`config.mk`:
```
export PLATFORM = sky130hd
export DESIGN_NAME = ahb_master_if
export DESIGN_NICKNAME = d
export VERILOG_FILES = /design/src/rtl/ahb_master_if.sv
export SDC_FILE = /design/constraint.sdc
export NUM_CORES = 1
export LEC_CHECK = 0
export BUFFER_PORTS_ARGS = -buffer_cell sky130_fd_sc_hd__buf_2
export CAP_MARGIN = 20
export CORE_MARGIN = 10
export CORE_UTILIZATION = 40
export DETAILED_ROUTE_END_ITERATION = 6
export PLACE_DENSITY = 0.85
export SKIP_CTS_REPAIR_TIMING = 1
export SLEW_MARGIN = 20
export SYNTH_ARGS = -nofsm -noshare
export SYNTH_HDL_FRONTEND = slang
export SYNTH_SLANG_ARGS = --single-unit
```
`constraint.sdc`:
```
create_clock -name clk -period 1.55 [get_ports clk]
set_input_delay 0.155 -clock clk [delete_from_list [all_inputs] [get_ports clk]]
set_output_delay 0.155 -clock clk [all_outputs]
set_load 0.02 [all_outputs]
```
`src/rtl/ahb_master_if.sv`:
```
// Single-outstanding AHB-Lite master bridging a CPU request/response port to an
// instruction slave (HSEL1) and a data slave (HSEL2). Optional wait-state timeout: AHB_TIMEOUT_EN.
module ahb_master_if #(
  parameter logic [31:0] ROM_BASE       = 32'h0000_0000,
  parameter logic [31:0] RAM_BASE       = 32'h1000_0000,
  parameter int          REGION_BITS    = 16,
  parameter int          TIMEOUT_CYCLES = 16
) (
  input  logic        clk,
  input  logic        reset,
  input  logic        req_valid,
  output logic        req_ready,
  input  logic [31:0] req_addr,
  input  logic [31:0] req_wdata,
  input  logic        req_write,
  input  logic [2:0]  req_size,
  input  logic        req_signed,
  output logic        rsp_valid,
  output logic [31:0] rsp_rdata,
  output logic        rsp_err,
  output logic [31:0] haddr,
  output logic [31:0] hwdata,
  output logic        hwrite,
  output logic [2:0]  hsize,
  output logic [3:0]  hprot,
  output logic [1:0]  htrans,
  output logic        is_signed,
  output logic        HSEL1,
  output logic        HSEL2,
  output logic        muxsel,
  input  logic [31:0] instruction,
  input  logic [31:0] load_out,
  input  logic        hready_inst,
  input  logic        hready_data,
  input  logic        hresp_inst,
  input  logic        hresp_data
);

  typedef enum logic [1:0] {IDLE, ADDR, DATA, ERR} state_t;

  localparam logic [31:0] RMASK = ~((32'h1 << REGION_BITS) - 32'h1);

  if (TIMEOUT_CYCLES < 1) begin : g_cfg_chk
    $error("ahb_master_if: TIMEOUT_CYCLES must be at least 1");
  end

  state_t      state;
  logic [31:0] cap_wdata;
  logic        cap_sel_data;

  logic hit_rom, hit_ram, local_err, sel_ready, sel_resp;

  assign hit_rom = (req_addr & RMASK) == (ROM_BASE & RMASK);
  assign hit_ram = (req_addr & RMASK) == (RAM_BASE & RMASK);

  // Anything the slaves could not legally serve is answered locally, never put on the bus.
  assign local_err = !(hit_rom || hit_ram)
                   || (req_size > 3'd2)
                   || (req_size == 3'd1 && req_addr[0])
                   || (req_size == 3'd2 && req_addr[1:0] != 2'b00)
                   || (req_write && hit_rom);

  assign sel_ready = cap_sel_data ? hready_data : hready_inst;
  assign sel_resp  = cap_sel_data ? hresp_data  : hresp_inst;

  assign req_ready = (state == IDLE);
  assign hprot     = 4'b0011;

`ifdef AHB_TIMEOUT_EN
  localparam int TO_W = $clog2(TIMEOUT_CYCLES + 1);
  localparam logic [TO_W-1:0] TO_LAST = TO_W'(TIMEOUT_CYCLES - 1);
  logic [TO_W-1:0] wait_cnt;
`endif

  always_ff @(posedge clk or negedge reset) begin
    if (!reset) begin
      state        <= IDLE;
      cap_wdata    <= '0;
      cap_sel_data <= 1'b0;
      haddr        <= '0;
      hwdata       <= '0;
      hwrite       <= 1'b0;
      hsize        <= '0;
      is_signed    <= 1'b0;
      htrans       <= 2'b00;
      HSEL1        <= 1'b0;
      HSEL2        <= 1'b0;
      muxsel       <= 1'b0;
`ifdef AHB_TIMEOUT_EN
      wait_cnt     <= '0;
`endif
    end else begin
      case (state)
        IDLE: if (req_valid) begin
          haddr        <= req_addr;
          cap_wdata    <= req_wdata;
          hwrite       <= req_write;
          hsize        <= req_size;
          is_signed    <= req_signed;
          cap_sel_data <= !hit_rom;
          if (local_err) begin
            state <= ERR;
          end else begin
            state  <= ADDR;
            htrans <= 2'b10;
            HSEL1  <= hit_rom;
            HSEL2  <= !hit_rom;
            muxsel <= !hit_rom;
          end
        end
        ADDR: begin
          state  <= DATA;
          htrans <= 2'b00;
          hwdata <= cap_wdata;
`ifdef AHB_TIMEOUT_EN
          wait_cnt <= '0;
`endif
        end
        DATA: begin
          if (sel_ready) begin
            state <= IDLE;
            HSEL1 <= 1'b0;
            HSEL2 <= 1'b0;
            muxsel <= 1'b0;
          end
`ifdef AHB_TIMEOUT_EN
          else if (wait_cnt == TO_LAST) begin
            state  <= ERR;
            HSEL1  <= 1'b0;
            HSEL2  <= 1'b0;
            muxsel <= 1'b0;
          end else begin
            wait_cnt <= wait_cnt + 1'b1;
          end
`endif
        end
        ERR:     state <= IDLE;
        default: state <= IDLE;
      endcase
    end
  end

  // Completion follows the selected slave's hready in the same cycle.
  always_comb begin
    rsp_valid = 1'b0;
    rsp_err   = 1'b0;
    rsp_rdata = '0;
    if (state == DATA && sel_ready) begin
      rsp_valid = 1'b1;
      rsp_err   = sel_resp;
      rsp_rdata = cap_sel_data ? load_out : instruction;
    end else if (state == ERR) begin
      rsp_valid = 1'b1;
      rsp_err   = 1'b1;
    end
  end

endmodule

```
======== After elaboration in Yosys (flattened, before gate mapping) ========
Index checks and enable logic that the tools add are counted.
operators by class
  magnitude comparators ................... 1
  equal/unequal tests ..................... 9
  multiplexer cells ....................... 21
  reductions and logical operators ........ 20
operators with widths
  cell                  number
  $mux 32               2
  $logic_not 32->1      1
  $eq 16x13->1 const B  1
  $mux 1                10
  $mux 2                5
  $pmux 2 s4            1
  $ne 2x2->1 const B    3
  $reduce_bool 2->1     3
  $logic_or 1x1->1      5
  $eq 2x2->1 const B    2
  $logic_and 1x1->1     4
  $pmux 1 s2            2
  $pmux 2 s2            1
  $reduce_and 2->1      2
  $reduce_and 4->1      1
  $eq 3x1->1 const B    1
  $eq 3x2->1 const B    1
  $gt 3x2->1 const B    1
  $reduce_and 3->1      1
  $eq 2x1->1 const B    1
  $logic_not 1->1       2
  $logic_not 2->1       1
word-level totals
  register bits after elaboration ......... 108
  bits of input ports ..................... 140
  output and inout bits ................... 113

======== Longest topological paths before layout ========
Gate-level depths: netlist of run 1.
  depth after elaboration ................. 10
  gate-level depth with buffers ........... 5
  mapped depth without buffers ............ 4

======== Least setup slack after synthesis of run 1 ========
Ideal clock, no wire load.
  path type ............................... flip-flop to output port
  start ................................... register cap_sel_data
  end ..................................... output port rsp_rdata[0]
  arrival time ............................ 1.589 ns
  required time ........................... 1.395 ns
  slack ................................... -0.194 ns
  stages on the path, launching flop included .. 6
  path through ............................ dfrtp_1 > clkbuf_1 > mux2_2 > nand2_1 > clkbuf_1 > nor2_1
on the way
  longest elaborated chain between the ends .. 3
  elaborated cells between the ends (all ways) .. 4
ends and longest elaborated chain
  what                      line  text
  start: declaration        49    logic cap_sel_data;
  start signal: assignment  100   cap_sel_data <= !hit_rom;
  $mux 1                    63    assign sel_ready = cap_sel_data ? hready_data : hready_inst;
  $logic_and 1x1->1         148   if (state == DATA && sel_ready) begin
  $mux 32 (*)               148
  end: declaration          19    output logic [31:0] rsp_rdata,
Every way passes the cells marked *; elsewhere a longest branch is shown, timed or not.

======== Worst setup path after layout of run 1 ========
  start ................................... register cap_sel_data
  end ..................................... output port rsp_rdata[11]
The elaborated chain is that of the path after synthesis.

==> results by group, run 1 <==
Status
  • Outcome: complete, but fails checks
  • Failing checks: setup timing

Logic synthesis
  • Area leader, netlist: dfrtp_1
  • Post-Synthesis Cells: 337
  • Post-synth EDFFs: 0
  • Post-Syn Area per Cell: 13.8 um2
  • Syn Std Cell Area: 4640 um2
  • Most frequent cells after synthesis: dfrtp_1 (107), mux2_2 (102), nor2_1 (36), mux2i_1 (35), clkbuf_1 (16)
  • Most frequent cell after synthesis: dfrtp_1
  • Async SR Flop Fraction: 1.00
  • Sequential fraction of the synthesis area: 0.577
  • Prevailing post-synth register cell: dfrtp_1
  • Yosys warnings: 0
  • Synth cell types: 26
  • Top cells by area, synth: dfrtp_1 (58%), mux2_2 (25%), mux2i_1 (7.5%)
  • Synth top area share: 0.577
  • Register bit total from synthesis: 107

STA
  • Setup ws final: -0.220 ns
  • Final setup viols: 97
  • Period utilization: 1.14
  • Top achievable clock speed: 565 MHz
  • RSZ-0062 raised after global routing: true
  • Fin. Hold Viols: 0
  • Fin crit period: 1.77 ns
  • Final Max Slew Viols: 0
  • Final Skew: 0.00818 ns

Finish
  • Layout net count: 736
  • Share of layout cells above drive strength 1: 0.692
  • Fillcell total: 927
  • Layout Utilization: 0.597
  • FF+latch area: 2680 um2
  • Multi-input logic area: 1960 um2
  • Area grow syn2layout: 46.3%
  • Fin cells: 747

CTS
  • H-tree lvl count: 3
  • Total CTS buffers: 9
  • CTS max path bufs: 2
  • Worst-skew pair later-pin latency: 0.34 ns
  • Clk sinks: 107
  • CTS clock-pin slew for the worst setup and hold paths: 0.07 ns
  • CTS root buf: clkbuf_16
  • CTS tree: built

Routing
  • Initial DRT Pass Iterations: 4
  • WL/cell: 20.9 um
  • Vias post-DR: 3,727
  • Initial DRC count: 114
  • Antenna Nets Post-Route: 0
  • Total wire length: 15,600 um
  • Via-to-Cell Ratio: 4.99
  • # DRC: 0

Critical path
  • WS Path Type: register to output port
  • CP Max Fanout: 22
  • Critical Path Most Common Cell: buf_4
  • CP Capture Type: output port
  • Startpoint types: register
  • Crit path cell chain: buf_4 > buf_12 > mux2i_1 > nor2_1 > buf_4
  • Critical Path Start: cap_sel_data$_DFFE_PN0P_
  • Crit Reg-Reg Startpoint: state[0]$_DFFE_PN0P_
  • Path depth of the worst reg2reg path: 4
  • CP max stage delay: 0.39 ns
  • WP data required: 1.39 ns
  • Crit-path slowest cell: dfrtp_2
  • Worst path arrival time: 1.61 ns

Pwr
  • Peak VDD IR: 1.07 mV
  • LEAKAGE: 3.49 nW
  • Power Density: 1910 nW/um2

Floorplanning
  • Row cnt: 39
  • Die height: 128 um
  • Die W: 128 um
  • Initial core utilization: 0.408
  • Core Area: 11,400 um2
  • Die Area: 16,300 um2
  • IO Count: 253

Global routing
  • Grt ovf: 0
  • Initial antenna violation count: 3
  • Pin count of the biggest net entering global routing: 42
  • Global-route usage over all layers: 0.172
  • Vias in the first global route: 4,057
  • First-pass GRT wire length: 22,400 um

Placed design
  • Detailed placer's ending HPWL: 12,200 um
  • Placer congestion estimate: 0.929
  • Dpl ws: -0.305 ns
  • Port buffer count: 247
  • Placed cells: 723

Worst hold path
  • Hold Path Origin: req_wdata[6]
  • Hold/Removal Path Class: primary input to register
  • WHS Path Cells: 2

Flow run
  • Maxcap violations: 0
[per-layer routing]
layer,vias to the layer above,part of all wire,global-route usage
met1,1844,0.33,0.167
met4,0,0.024,0.0735
met5,-,0,0
met3,24,0.088,0.0633
li1,1696,-,-
met2,163,0.56,0.319
[critical path: cells and delay by family (launching register included)]
kind	cells	cell delay, ns
buf+inv	3	0.52
flops	1	0.39
mux	1	0.28
simple gates	1	0.08
[report_power, final]
group	leakage (nW)	internal, W	switching, W
sequential	1.27	0.00417	0.000691
clock	0.139	0.00112	0.00106
combinational	2.08	0.00274	0.00318
total	3.49	0.00803	0.00493
[layout by cell type (no fill, tap or decap), types with 2 or more instances in the layout]
cell,netlist,layout
buf_2,0,216
dfrtp_1,107,105
mux2_2,102,101
mux2i_1,35,30
buf_4,6,29
nor2_1,36,22
buf_6,0,14
nor2_2,0,13
clkbuf_16,0,11
buf_12,0,8
mux2i_2,0,5
conb_1,2,5
nor4_1,4,4
diode_2,0,3
nand2_1,4,3
a21oi_1,3,3
nand2b_1,4,3
clkinv_4,0,3
or4_4,2,2
dfrtp_2,0,2
inv_8,0,2
[state kept, by name (all words and copies together), names as in the netlist]
signal        cells
is_signed         1
haddr            32
state             2
htrans            1
cap_sel_data      1
muxsel            1
hwdata           32
cap_wdata        32
hsize             3
hwrite            1
HSEL1             1
[metrics by stage]
stage                     setup TNS, ns  area (um2)  hold WS [ns]  power, W
after floorplan                  -0.364        4680        -0.141   0.00824
after global placement            -1.02        6210        0.0885    0.0102
after detailed placement          -2.67        6210        0.0941    0.0105
after CTS                        -11.20        6490        -0.278    0.0128
after global routing             -15.86        6790        0.0314    0.0137
final                             -9.21        6790        0.0440    0.0130
[logic make-up after synthesis]
| logic type | after synthesis | share of synthesized area |
|---|---|---|
| buf+inv | 26 | 0.0259 |
| compound gates | 8 | 0.0108 |
| mux | 137 | 0.323 |
| other cells | 2 | 0.00162 |
| simple gates | 57 | 0.0620 |
| flops | 107 | 0.577 |
[final timing paths]
path                                                   to  slack (ns)
worst max-delay path                        rsp_rdata[11]       -0.22
min in group asynchronous       cap_wdata[11]$_DFFE_PN0P_        0.28
worst min-delay path             cap_wdata[6]$_DFFE_PN0P_        0.04
max in group asynchronous            state[1]$_DFFE_PN0P_        0.70
worst max register to register  cap_wdata[25]$_DFFE_PN0P_       -0.09
worst min register to register      hwdata[8]$_DFFE_PN0P_        0.50
[cell type report]
class                      count  area share
inverter                       1    0.000553
timing repair buffer         270       0.247
multi-input combinational    207       0.288
clock buffer                   9      0.0332
sequential                   107       0.395
tap                          143      0.0263
clock inverter                 7     0.00903
antenna                        3     0.00111
(Power assumes the default switching activity.)
==> inputs of run 2 (changes only) <==
--- a/config.mk
+++ b/config.mk
@@ -5,12 +5,13 @@
 export SDC_FILE = /design/constraint.sdc
 export NUM_CORES = 1
 export LEC_CHECK = 0
-export BUFFER_PORTS_ARGS = -buffer_cell sky130_fd_sc_hd__buf_2
+export ABC_AREA = 1
+export BUFFER_PORTS_ARGS = -buffer_cell sky130_fd_sc_hd__buf_4
 export CAP_MARGIN = 20
 export CORE_MARGIN = 10
-export CORE_UTILIZATION = 40
+export CORE_UTILIZATION = 41
 export DETAILED_ROUTE_END_ITERATION = 6
-export PLACE_DENSITY = 0.85
+export PLACE_DENSITY = 0.86
 export SKIP_CTS_REPAIR_TIMING = 1
 export SLEW_MARGIN = 20
 export SYNTH_ARGS = -nofsm -noshare
==> run 2 against run 1 <==
Against the previous run:
- the flow still finishes with violations (setup timing)
- via count increased by 21%
- synthesized cell count increased by 70%
- clock skew about the same
- routed wire length decreased by 0.55%
- global-route usage increased by 0.33 points
- sequential share of layout area decreased by 2.4 points
- sequential power decreased by 4%
- flip-flop and latch count unchanged
- critical path depth unchanged
- count of clock-buffer cells in the layout increased by 1
- critical endpoint is now rsp_err
==> results by group, run 2 <==
Status
  • Outcome: complete, but fails checks
  • Failing checks: setup timing

CTS
  • CTS root buf: clkbuf_16
  • Worst-skew pair later-pin latency: 0.34 ns (about the same)
  • CTS clock-pin slew for the worst setup and hold paths: 0.07 ns (about the same)
  • Total CTS buffers: 9 (unchanged)
  • CTS max path bufs: 2 (unchanged)
  • H-tree lvl count: 3 (unchanged)
  • Clk sinks: 107 (unchanged)
  • CTS tree: built

Finish
  • Share of layout cells above drive strength 1: 0.382 (-0.310)
  • Largest regs: cap_wdata (32), haddr (32), hwdata (32)
  • Layout net count: 960 (+30%)
  • Fin cells: 968 (+30%)
  • # diodes: 0 (-3)
  • Commonest cells after routing, fill and taps aside: nand2_1 (254), buf_4 (239), dfrtp_1 (107)
  • Area grow syn2layout: 52.3%
  • Commonest non-fill, non-tap cell in the layout: nand2_1

Logic synthesis
  • Sequential fraction of the synthesis area: 0.565 (-0.0117)
  • Synth top area share: 0.565 (-0.0117)
  • Post-Synthesis Cells: 574 (+70%)
  • Async SR Flop Fraction: 1.00 (unchanged)
  • Post-Syn Area per Cell: 8.25 um2 (-40%)
  • Top cells by area, synth: dfrtp_1 (57%), nand2_1 (20%), o21ai_0 (6.0%)
  • Synth cell types: 24 (-7.7%)
  • Post-synth EDFFs: 0 (unchanged)
  • Register bit total from synthesis: 107 (unchanged)
  • Yosys warnings: 0 (unchanged)
  • Most frequent cell after synthesis: nand2_1
  • Most frequent cells after synthesis: nand2_1 (254), dfrtp_1 (107), o21ai_0 (57), inv_1 (37), a21oi_1 (36)
  • Area leader, netlist: dfrtp_1
  • Prevailing post-synth register cell: dfrtp_1
  • Syn Std Cell Area: 4740 um2 (+2.1%)

Floorplanning
  • Die W: 128 um (-0.18%)
  • Core Area: 11,400 um2 (unchanged)
  • Initial core utilization: 0.417 (+0.00847)
  • IO Count: 253 (unchanged)
  • Row cnt: 39 (unchanged)
  • Die Area: 16,300 um2 (-0.35%)
  • Die height: 128 um (-0.18%)

Global routing
  • GR peak layer: met2
  • Vias in the first global route: 4,390 (+8.2%)
  • Global-route usage over all layers: 0.176 (+0.00334)
  • Pin count of the biggest net entering global routing: 108 (+160%)
  • M3 GR Usage: 0.0786 (+0.0153)
  • Grt ovf: 0 (unchanged)
  • Initial antenna violation count: 0 (-3)
  • Met2 GRT Util: 0.297 (-0.0216)
  • First-pass GRT wire length: 22,900 um (+2.5%)
  • GR Layer Usage met1: 0.192 (+0.0247)

Routing
  • Initial DRC count: 223 (+96%)
  • Vias post-DR: 4,523 (+21%)
  • WL/cell: 16.1 um (-23%)
  • Via-to-Cell Ratio: 4.67 (-6.3%)
  • # DRC: 0 (unchanged)
  • Antenna Nets Post-Route: 0 (unchanged)
  • Initial DRT Pass Iterations: 5 (+1)
  • Total wire length: 15,500 um (-0.55%)

STA
  • Total negative slack: -4.55 ns (+4.67 ns)
  • Fin. Hold Viols: 0 (unchanged)
  • Worst rel slew slack: 0.634
  • Period utilization: 1.11 (-0.0367)
  • Final Skew: 0.00770 ns (-0.000472 ns)
  • Final setup viols: 34 (-65%)
  • Setup ws final: -0.163 ns (+0.0568 ns)
  • Fin crit period: 1.71 ns (-0.0568 ns)
  • Top achievable clock speed: 584 MHz (+3.3%)
  • Slew @ Worst Pin: 0.548 ns
  • RSZ-0062 raised after global routing: true
  • Final Max Slew Viols: 0 (unchanged)

Placed design
  • Port buffer count: 247 (unchanged)
  • Dpl ws: 0.0701 ns (+0.375 ns)
  • Placer congestion estimate: 0.799 (-14%)
  • Detailed placer's ending HPWL: 11,900 um (-2.7%)
  • Placed cells: 943 (+30%)

Critical path
  • R2r setup slk: 0.07 ns (+0.16 ns)
  • WS Path Type: register to output port
  • R2R Path End: state[1]$_DFFE_PN0P_
  • WP data required: 1.39 ns (about the same)
  • Crit path cell chain: or2_1 > o211ai_4 > o21ai_2 > a21boi_2 > buf_6
  • Crit Reg-Reg Startpoint: cap_sel_data$_DFFE_PN0P_
  • CP Max Fanout: 6 (-73%)
  • Startpoint types: register
  • WP buf/inv: 1 (-2)
  • CP delay by family, top: compound AO/OA/AOI/OAI gates
  • Path depth of the worst reg2reg path: 7 (+3)
  • Worst path arrival time: 1.56 ns (-0.05 ns)
  • CP max stage delay: 0.40 ns (about the same)
  • CP Capture Type: output port
  • Crit-path slowest cell: dfrtp_1

Worst hold path
  • Hold Path End: haddr[10]$_DFFE_PN0P_
  • WHS Path Cells: 3 (+1)
  • Hold Path Origin: req_addr[10]
  • Hold/Removal Path Class: primary input to register

Pwr
  • Peak VDD IR: 1.36 mV (+27%)
  • Power Density: 1970 nW/um2 (+3.0%)
  • LEAKAGE: 3.82 nW (+9.7%)

Flow run
  • Maxcap violations: 0 (unchanged)
## run 2: report_power, final
part	internal [W]	total (W)	switching (W)
clock network	0.00111	0.00214	0.00103
registers	0.00405	0.00467	0.000614
logic	0.00302	0.00738	0.00436
total	0.00818	0.0142	0.00601
## run 2: stage by stage
step | hold slack [ns] | total power [W] | cell area, um2 | utilization
after floorplan | -0.141 | 0.00860 | 4750 | -
after global placement | 0.273 | 0.0114 | 6710 | 0.590
after detailed placement | 0.276 | 0.0117 | 6710 | 0.590
after CTS | -0.102 | 0.0138 | 6980 | 0.614
after global routing | 0.00101 | 0.0152 | 7220 | 0.635
final | 0.000842 | 0.0142 | 7220 | 0.635
## run 2: per-layer routing
layer | vias up | share of wire
met5 | - | 0
met2 | 197 | 0.50
met4 | 0 | 0.015
met1 | 2048 | 0.39
met3 | 19 | 0.10
li1 | 2259 | -
## run 2: tightest hold or removal path, stage by stage
cell,delay (ns)
buf_4,0.07
nand2_1,0.04
nand2_1,0.04
## run 2: logic make-up after synthesis
logic type      count (synthesis)  share of synthesized area
flops                         107                      0.565
buf+inv                        78                     0.0821
simple gates                  281                      0.234
other cells                     2                    0.00158
compound gates                106                      0.117
## run 2: final cells by class
class	count	area [um2]
repair buffers	268	2160
fillers	924	4150
inverters	42	160
multi-input cells	392	1760
flip-flops and latches	107	2680
well taps	143	179
clock inverters	6	46.3
clock buffers	10	229
## run 2: how the worst max path moves through the flow
| stage | start | endpoint | slack (ns) | cells past startpoint |
|---|---|---|---|---|
| after global placement | cap_sel_data$_DFFE_PN0P_ | rsp_rdata[30] | 0.12 | 5 |
| after detailed placement | cap_sel_data$_DFFE_PN0P_ | rsp_rdata[14] | 0.07 | 5 |
| after CTS | cap_sel_data$_DFFE_PN0P_ | rsp_rdata[14] | -0.30 | 5 |
| after floorplan | state[1]$_DFFE_PN0P_ | rsp_err | 0.02 | 5 |
| final | cap_sel_data$_DFFE_PN0P_ | rsp_err | -0.16 | 5 |
| after global routing | cap_sel_data$_DFFE_PN0P_ | rsp_err | -0.24 | 5 |
==> inputs of run 3 (changes only) <==
--- a/config.mk
+++ b/config.mk
@@ -9,9 +9,9 @@
 export BUFFER_PORTS_ARGS = -buffer_cell sky130_fd_sc_hd__buf_4
 export CAP_MARGIN = 20
 export CORE_MARGIN = 10
-export CORE_UTILIZATION = 41
+export CORE_UTILIZATION = 45
 export DETAILED_ROUTE_END_ITERATION = 6
-export PLACE_DENSITY = 0.86
+export PLACE_DENSITY = 0.89
 export SKIP_CTS_REPAIR_TIMING = 1
 export SLEW_MARGIN = 20
 export SYNTH_ARGS = -nofsm -noshare
==> constraint.sdc (replaced) <==
create_clock -name clk -period 1.9 [get_ports clk]
set_input_delay 0.19 -clock clk [delete_from_list [all_inputs] [get_ports clk]]
set_output_delay 0.19 -clock clk [all_outputs]
set_load 0.02 [all_outputs]
==> run 3 against run 2 <==
Against the previous run:
- the flow now finishes without violations
- worst setup slack better by 0.23 ns
- non-clock buffer count decreased by 7
- count of clock-buffer cells in the layout is 1 lower
- via count decreased by 0.55%
- combinational power fell by 24%
- critical path type unchanged
- largest cell class unchanged
- largest power group unchanged
==> results by group, run 3 (synthesis results as in run 2) <==
Finish
  • Fillcell total: 847 (-8.3%)
  • Commonest non-fill, non-tap cell in the layout: nand2_1
  • Largest regs: cap_wdata (32), haddr (32), hwdata (32)
  • # diodes: 0 (unchanged)
  • FF+latch area: 2680 um2 (about the same)
  • Area grow syn2layout: 47.3%
  • Share of layout cells above drive strength 1: 0.358 (-0.0236)
  • Layout net count: 953 (-0.73%)
  • Commonest cells after routing, fill and taps aside: nand2_1 (254), buf_4 (251), dfrtp_1 (105)
  • Layout Utilization: 0.679 (+0.0446)
  • Multi-input logic area: 1690 um2 (-4.0%)

Critical path
  • CP Max Fanout: 32 (+26)
  • Crit path cell chain: or2_1 > o211ai_4 > buf_12 > a21oi_1 > buf_4
  • CP max stage delay: 0.41 ns (about the same)
  • CP Capture Type: output port
  • Path depth of the worst reg2reg path: 5 (-2)
  • Stages on worst setup path: 5 (unchanged)
  • WP buf/inv: 2 (+1)
  • WP data required: 1.71 ns (+0.32 ns)
  • Startpoint types: register
  • WS Path Type: register to output port
  • CP delay by family, top: flip-flops
  • Crit-path slowest cell: dfrtp_1
  • Worst path arrival time: 1.64 ns (+0.08 ns)

STA
  • Top achievable clock speed: 546 MHz
  • Period utilization: 0.965
  • Worst rel slew slack: 0.420 (-0.214)
  • Setup ws final: 0.0668 ns (+0.230 ns)
  • Final Max Slew Viols: 0 (unchanged)
  • Fin crit period: 1.83 ns
  • Slew @ Worst Pin: 0.869 ns (+0.320 ns)
  • Final Skew: 0.0188 ns (+0.0111 ns)
  • Final setup viols: 0 (-100%)
  • Fin. Hold Viols: 0 (unchanged)
  • Total negative slack: 0 ns (+4.55 ns)

Pwr
  • Internal: 0.00618 W (-24%)
  • P_sw: 0.00476 W (-21%)
  • Peak VDD IR: 0.786 mV (-42%)
  • Combinational share of power: 0.511 (-0.009)
  • Power Density: 1570 nW/um2 (-20%)
  • Switch share: 0.435 (+0.0118)
  • LEAKAGE: 3.76 nW (-1.8%)
  • Power share of the clock group: 0.141 (-0.010)
  • Sequential share of power: 0.348 (+0.019)

Global routing
  • First-pass GRT wire length: 22,700 um (-0.90%)
  • Grt ovf: 0 (unchanged)
  • Global-route usage over all layers: 0.187 (+0.0109)
  • Met2 GRT Util: 0.312 (+0.0149)
  • GR peak layer: met2
  • Pin count of the biggest net entering global routing: 63 (-42%)
  • M3 GR Usage: 0.0611 (-0.0175)
  • GR Layer Usage met1: 0.225 (+0.0331)
  • Vias in the first global route: 4,450 (+1.4%)
  • Initial antenna violation count: 0 (unchanged)

Floorplanning
  • Initial core utilization: 0.461 (+0.0443)
  • IO Count: 253 (unchanged)
  • Die W: 123 um (-3.8%)
  • Die height: 123 um (-3.8%)
  • Core Area: 10,300 um2 (-9.6%)
  • Die Area: 15,000 um2 (-7.5%)
  • Row cnt: 37 (-5.1%)

CTS
  • CTS root buf: clkbuf_8
  • CTS tree: built
  • CTS max path bufs: 2 (unchanged)
  • CTS clock-pin slew for the worst setup and hold paths: 0.13 ns (+0.06 ns)
  • Worst-skew pair later-pin latency: 0.37 ns (+0.03 ns)
  • H-tree lvl count: 3 (unchanged)
  • Clk sinks: 107 (unchanged)
  • Total CTS buffers: 9 (unchanged)

Routing
  • Vias post-DR: 4,498 (-0.55%)
  • Antenna Nets Post-Route: 0 (unchanged)
  • WL/cell: 15.7 um (-2.4%)
  • Initial DRC count: 283 (+27%)
  • Initial DRT Pass Iterations: 4 (-1)
  • Via-to-Cell Ratio: 4.71 (+0.91%)
  • # DRC: 0 (unchanged)
  • Total wire length: 14,900 um (-3.8%)

Status
  • Outcome: complete, no violations

Placed design
  • Port buffer count: 247 (unchanged)
  • Placer congestion estimate: 0.867 (+8.5%)
  • Detailed placer's ending HPWL: 11,700 um (-1.9%)
  • Dpl ws: 0.248 ns (+0.178 ns)

Worst hold path
  • Hold/Removal Path Class: primary input to register
  • WHS Path Cells: 3 (unchanged)

Flow run
  • Maxcap violations: 0 (unchanged)
## run 3: power groups by stage
stage / logic (W) / clock network (W) / registers [W]
global placement: 0.00543 / 0 / 0.00382
global route: 0.00615 / 0.00169 / 0.00393
floorplan: 0.00241 / 0 / 0.00461
detailed placement: 0.00558 / 0 / 0.00385
CTS: 0.00558 / 0.00159 / 0.00382
finish: 0.00559 / 0.00154 / 0.00381
## run 3: per-layer routing
metal / share of wire / up-vias / wire length [um]
li1: - / 2248 / -
met1: 0.39 / 2058 / 5870
met2: 0.50 / 177 / 7450
met3: 0.095 / 15 / 1420
met4: 0.013 / 0 / 200
met5: 0 / - / 0
## run 3: worst paths after layout
path                                          start                      to  slack [ns]
setup / recovery           cap_sel_data$_DFFE_PN0P_           rsp_rdata[26]        0.07
hold / removal                          req_addr[4]    haddr[4]$_DFFE_PN0P_       0.002
setup reg to reg               state[0]$_DFFE_PN0P_  hwdata[30]$_DFFE_PN0P_        0.33
hold reg to reg            cap_wdata[0]$_DFFE_PN0P_   hwdata[0]$_DFFE_PN0P_        0.49
max in group asynchronous                     reset  hwdata[27]$_DFFE_PN0P_        1.00
min in group asynchronous                     reset    haddr[7]$_DFFE_PN0P_        0.30
## run 3: per-stage QoR
stage / cell area, um2 / total power, W / cells / hold WS (ns)
final: 6980 / 0.0109 / 954 / 0.00194
after global placement: 6680 / 0.00925 / 933 / 0.177
after detailed placement: 6680 / 0.00944 / 933 / 0.178
after floorplan: 4750 / 0.00702 / 577 / -0.106
after global routing: 6980 / 0.0118 / 954 / 0.000575
after CTS: 6910 / 0.0110 / 949 / -0.247
## run 3: layout make-up
type / count / share of cell area
Clock inverter: 7 / 0.0158
Clock buffer: 9 / 0.0177
Tap cell: 136 / 0.0244
Sequential cell: 107 / 0.384
Timing Repair Buffer: 261 / 0.293
Multi-Input combinational cell: 392 / 0.242
Inverter: 42 / 0.0229
## run 3: worst reg2reg max path, delay by kind of cell, from the launching register on
| kind | cells | cell delay, ns |
|---|---|---|
| buf+inv | 2 | 0.72 |
| flops | 1 | 0.46 |
| simple gates | 2 | 0.20 |
| compound gates | 1 | 0.12 |
